### src/rtl/disassembler.sv
// disassembler: RX-side packet splitter. Captures the header from the low lanes
// of the first beat, checks its IPv4 checksum, and shifts the payload down so it
// starts at lane 0, using a one-beat carry register plus a trailing flush beat.
module disassembler #(
  parameter int phit_size    = 512,
  parameter int SIMD_degree  = 16,
  parameter int header_bytes = 36,
  parameter int header_deg   = header_bytes / 4
) (
  input  logic                      clk,
  input  logic                      rst,
  input  logic [phit_size-1:0]      tdata_in,
  input  logic [SIMD_degree-1:0]    tvalid_in,
  input  logic [SIMD_degree-1:0]    tlast_in,
  output logic [header_bytes*8-1:0] header_out,
  output logic                      is_header_out,
  output logic                      csum_valid,
  output logic                      csum_ok,
  output logic [phit_size-1:0]      tdata_out,
  output logic [SIMD_degree-1:0]    tvalid_out,
  output logic [SIMD_degree-1:0]    tlast_out,
  output logic                      proto_err
);

  // Lanes left over above the header on the first beat; these form the carry.
  localparam int carry_deg = SIMD_degree - header_deg;
  localparam int carry_w   = carry_deg * 32;
  localparam int head_w    = header_deg * 32;
  // Bit offset of the IPv4 header inside the captured header.
  localparam int ip_base   = 112;

  typedef enum logic [1:0] {IDLE, PAYLOAD, FLUSH} state_t;

  state_t               state;
  logic [carry_w-1:0]   carry_data;
  logic [carry_deg-1:0] carry_valid;

  logic present;
  logic last;
  logic high_any;

  assign present  = |tvalid_in;
  assign last     = present & (|tlast_in);
  assign high_any = |tvalid_in[SIMD_degree-1:header_deg];

  // Packet FSM: header capture, payload re-alignment and flush, all registered.
  always_ff @(posedge clk) begin
    if (rst) begin
      state         <= IDLE;
      carry_data    <= '0;
      carry_valid   <= '0;
      header_out    <= '0;
      is_header_out <= 1'b0;
      tdata_out     <= '0;
      tvalid_out    <= '0;
      tlast_out     <= '0;
      proto_err     <= 1'b0;
    end else begin
      is_header_out <= 1'b0;
      proto_err     <= 1'b0;
      tdata_out     <= '0;
      tvalid_out    <= '0;
      tlast_out     <= '0;
      case (state)
        IDLE: begin
          if (present) begin
            header_out    <= tdata_in[head_w-1:0];
            is_header_out <= 1'b1;
            carry_data    <= tdata_in[phit_size-1:head_w];
            carry_valid   <= tvalid_in[SIMD_degree-1:header_deg];
            if (last) state <= high_any ? FLUSH : IDLE;
            else      state <= PAYLOAD;
          end
        end
        PAYLOAD: begin
          if (present) begin
            tdata_out   <= {tdata_in[head_w-1:0], carry_data};
            tvalid_out  <= {tvalid_in[header_deg-1:0], carry_valid};
            carry_data  <= tdata_in[phit_size-1:head_w];
            carry_valid <= tvalid_in[SIMD_degree-1:header_deg];
            if (last) begin
              if (high_any) begin
                state <= FLUSH;
              end else begin
                tlast_out <= '1;
                state     <= IDLE;
              end
            end
          end
        end
        FLUSH: begin
          // Any beat arriving here broke the inter-packet idle gap and is lost.
          tdata_out  <= {{head_w{1'b0}}, carry_data};
          tvalid_out <= {{header_deg{1'b0}}, carry_valid};
          tlast_out  <= '1;
          proto_err  <= present;
          state      <= IDLE;
        end
        default: state <= IDLE;
      endcase
    end
  end

  logic [19:0] s1 [5];
  logic [19:0] s2 [3];
  logic        v1;
  logic        v2;
  logic [19:0] total;
  logic [19:0] fold1;
  logic [15:0] fold2;

  // Final sum and end-around-carry folds feeding the result register.
  always_comb begin
    total = s2[0] + s2[1] + s2[2];
    fold1 = {4'b0, total[15:0]} + {16'b0, total[19:16]};
    fold2 = fold1[15:0] + {12'b0, fold1[19:16]};
  end

  // Three-stage checksum pipeline launched by each header capture.
  always_ff @(posedge clk) begin
    if (rst) begin
      for (int i = 0; i < 5; i++) s1[i] <= '0;
      for (int i = 0; i < 3; i++) s2[i] <= '0;
      v1         <= 1'b0;
      v2         <= 1'b0;
      csum_valid <= 1'b0;
      csum_ok    <= 1'b0;
    end else begin
      v1 <= is_header_out;
      for (int i = 0; i < 5; i++)
        s1[i] <= 20'(header_out[ip_base + 32*i +: 16]) +
                 20'(header_out[ip_base + 16 + 32*i +: 16]);
      v2    <= v1;
      s2[0] <= s1[0] + s1[1];
      s2[1] <= s1[2] + s1[3];
      s2[2] <= s1[4];
      csum_valid <= v2;
      if (v2) csum_ok <= (fold2 == 16'hFFFF);
    end
  end

endmodule

### config.mk
export PLATFORM = sky130hd
export DESIGN_NAME = disassembler
export DESIGN_NICKNAME = d
export VERILOG_FILES = /design/src/rtl/disassembler.sv
export SDC_FILE = /design/constraint.sdc
export NUM_CORES = 2
export LEC_CHECK = 0
export ABC_AREA = 1
export CAP_MARGIN = 0
export CORE_AREA = 3 3 544 546
export CTS_CLUSTER_SIZE = 16
export DETAILED_ROUTE_END_ITERATION = 16
export DIE_AREA = 0 0 547 549
export PLACE_DENSITY = 0.41
export SETUP_SLACK_MARGIN = 0.1
export SLEW_MARGIN = 20
export SYNTH_ARGS = -nofsm -noshare
export SYNTH_HDL_FRONTEND = slang
export SYNTH_SLANG_ARGS = --single-unit
### constraint.sdc
create_clock -name clk -period 6.2 [get_ports clk]
set_input_delay 0.93 -clock clk [delete_from_list [all_inputs] [get_ports clk]]
set_output_delay 0.93 -clock clk [all_outputs]
set_load 0.005 [all_outputs]
==> summary.txt <==
Synth
  • EDFF count, synth: 0
  • Post-synthesis sequential area ratio: 0.562
  • Mapped Nets: 5702
  • Top_reg_cell synth: dfxtp_1
  • Avg Cell Area, Syn: 8.53 sq um
  • Post-synth ARST share: 0
  • Cell Area, Synth: 42600 sq um
  • Synth warn: 0
  • Yosys cell types: 40
  • Cells after Synth: 4989
  • Flops & latches, synth: 1194

Setup path
  • Worst-path fanout max: 6
  • CP max-delay cell: fa_1
  • Buf/Inv on CP: 2
  • Most common cell on crit path: nand2_1
  • WP data required: 6.94 ns
  • Kind of critical path: flip-flop to flip-flop
  • CP endpoint kind: flip-flop
  • Peak per-stage delay on the critical path: 0.54 ns
  • Crit-path leading delay family: simple AND/OR/NAND/NOR gates
  • Critical path arrival: 6.17 ns
  • Worst setup SP type: flip-flop

Final layout
  • Most frequent cells in the layout: clkdlybuf4s50_1 (1380), dfxtp_1 (1194), nor2_1 (681), a21oi_1 (639), inv_1 (611)
  • Layout cells sized above 1: 0.0528
  • Syn-to-layout area delta: 54.1%
  • Commonest non-fill, non-tap cell in the layout: clkdlybuf4s50_1
  • FILL cells: 31900
  • Final core utilization: 0.225
  • Final nets: 6981

Global route
  • First-pass GRT wire length: 313000 um
  • Largest net degree at the start of global routing: 202
  • Top Usage Layer GRT: met2
  • Met1 GRT Util: 0.149
  • Global Route Usage Sum: 0.146
  • GR Layer Usage met3: 0.0669
  • Initial antenna violation count: 103
  • Met2 GRT Util: 0.255
  • Number of global-route vias before repair: 39200
  • Global route overflow: 0

STA
  • Final Cycle Share: 0.877
  • Slew headroom: 0.0982
  • Final Critical Period: 5.44 ns
  • RSZ-0062 raised after global routing: false
  • Max-slew violations: 0
  • Tightest Pin Transition: 1.35 ns
  • Setup_tns: 0 ns
  • Max Fclk: 184 MHz
  • Final hold slack: 0.400 ns
  • Clock skew: 0.103 ns
  • Final hold violation count: 0
  • # setup viols final: 0

Run
  • Max-cap violations: 0

Clock tree
  • CTS Buf Count: 151
  • Worst-case clock buffer depth: 4
  • Clock Root Buffer: clkbuf_16
  • CTS tree: done
  • CTS H-Tree Depth: 4
  • CTS clock-pin slew for the worst setup and hold paths: 0.06 ns
  • Clk sinks: 1194
  • Worst-Skew Late Latency: 0.82 ns

Die
  • IO Pins: 1382
  • Core ar.: 291000 sq um
  • Core Rows: 198
  • Initial core utilization: 0.146
  • Width of the die: 547 um
  • DIE HEIGHT: 549 um
  • Die area: 300000 sq um

Route
  • WL/cell: 22.3 um
  • DR vias: 38800
  • Pre-Repair DR Iteration Count: 5
  • Vias per cell: 3.75
  • Drt drc: 0
  • DRT Wirelength: 230000 um
  • Post-route ant nets: 0
  • 1st-iter DRT viols: 2289

Placed design
  • IO Port Bufs: 1381
  • Post-DP HPWL: 182000 um
  • RD Place Congestion: 0.865

Power
  • Pwr/cell area: 309 nW/um^2
  • VDD IR-drop max: 0.000196 V
  • P_leak: 25.6 nW

Run status
  • Status: finished, final reports clean

Hold path
  • Worst hold path class: flip-flop to flip-flop
-- through the flow --
stage / instances / cell area [sq um] / worst slack [ns] / power [mW]
2_1_floorplan: 4989 / 42600 / 1.13 / 9.87
3_3_place_gp: 10000 / 60400 / 0.283 / 11.5
3_5_place_dp: 10000 / 60400 / 0.230 / 11.5
4_1_cts: 10300 / 65400 / 0.248 / 20.6
5_1_grt: 10300 / 65500 / 0.0847 / 21.3
6_report: 10300 / 65600 / 0.760 / 20.2
-- tightest hold or removal path: cells and delay by family (launching register included) --
| family | cells | cell delay [ns] |
|---|---|---|
| and+or+nand+nor | 1 | 0.04 |
| buffers and inverters | 1 | 0.06 |
| DFF | 1 | 0.29 |
-- what timing repair did --
action / 4_1_cts / 5_1_grt
resized for setup: 0 / 18
hold buffers: 0 / 0
endpoints found under the setup margin: 0 / 1
endpoints found under the hold margin: 0 / 0
buffers inserted: 0 / 1
-- logic make-up (layout without fill, tap and decap cells) --
group,after synthesis,in the layout,synth area share
buffers and inverters,914,2307,0.0869
other,0,55,0
DFF,1194,1194,0.562
adders and majority gates,167,167,0.0537
AOI/OAI and AO/OA,1363,1363,0.166
and+or+nand+nor,1344,1344,0.130
xor gates and xnor gates,7,7,0.00144
-- state kept, by name, summed over array words and instances (netlist names), 2 cells and up --
signal	flops
carry_data	224
carry_valid	7
header_out	288
s1	85
s2	53
state	2
tdata_out	512
tvalid_out	16
-- area by class of cell --
class | instances | area, sq um | share of cell area
Sequential cell | 1194 | 23900 | 0.365
Multi-Input combinational cell | 2881 | 15000 | 0.229
Timing Repair Buffer | 1418 | 14300 | 0.218
Tap cell | 3900 | 4880 | 0.0744
Clock buffer | 223 | 4470 | 0.0682
Inverter | 622 | 2350 | 0.0359
Clock inverter | 44 | 526 | 0.00801
Antenna cell | 55 | 138 | 0.00210
-- metal layers --
metal  part of all wire  vias up
li1                   -    18700
met1               0.36    18200
met2               0.49     1348
met3               0.10      412
met4              0.043      106
met5             0.0030        -
-- Yosys cell counts (all sizes together) (28+ instances only) --
master / n / area [sq um]
dfxtp: 1194 / 23900
a21oi: 641 / 3220
clkbuf: 161 / 604
nor2: 691 / 2630
o21a: 43 / 323
nand3: 69 / 380
nand2: 378 / 1450
a21boi: 28 / 210
ha: 141 / 1760
buf: 131 / 759
nor3: 187 / 941
o21ai: 635 / 3210
inv: 620 / 2330
-- report_power, final --
group	switching, mW	internal (mW)
Sequential	0.263	8.08
Clock	3.68	5.28
Combinational	1.73	1.20
Total	5.68	14.6
-- final timing paths --
| check | start | to | slack, ns | depth (start not counted) |
|---|---|---|---|---|
| worst min-delay path | carry_data[148] | tdata_out[148] | 0.40 | 2 |
| worst max register to register | s2[0][7] | csum_ok | 0.76 | 37 |
| worst min register to register | carry_data[148] | tdata_out[148] | 0.40 | 2 |
| worst max-delay path | s2[0][7] | csum_ok | 0.76 | 37 |
No activity file was read; power rests on OpenSTA's default activity.
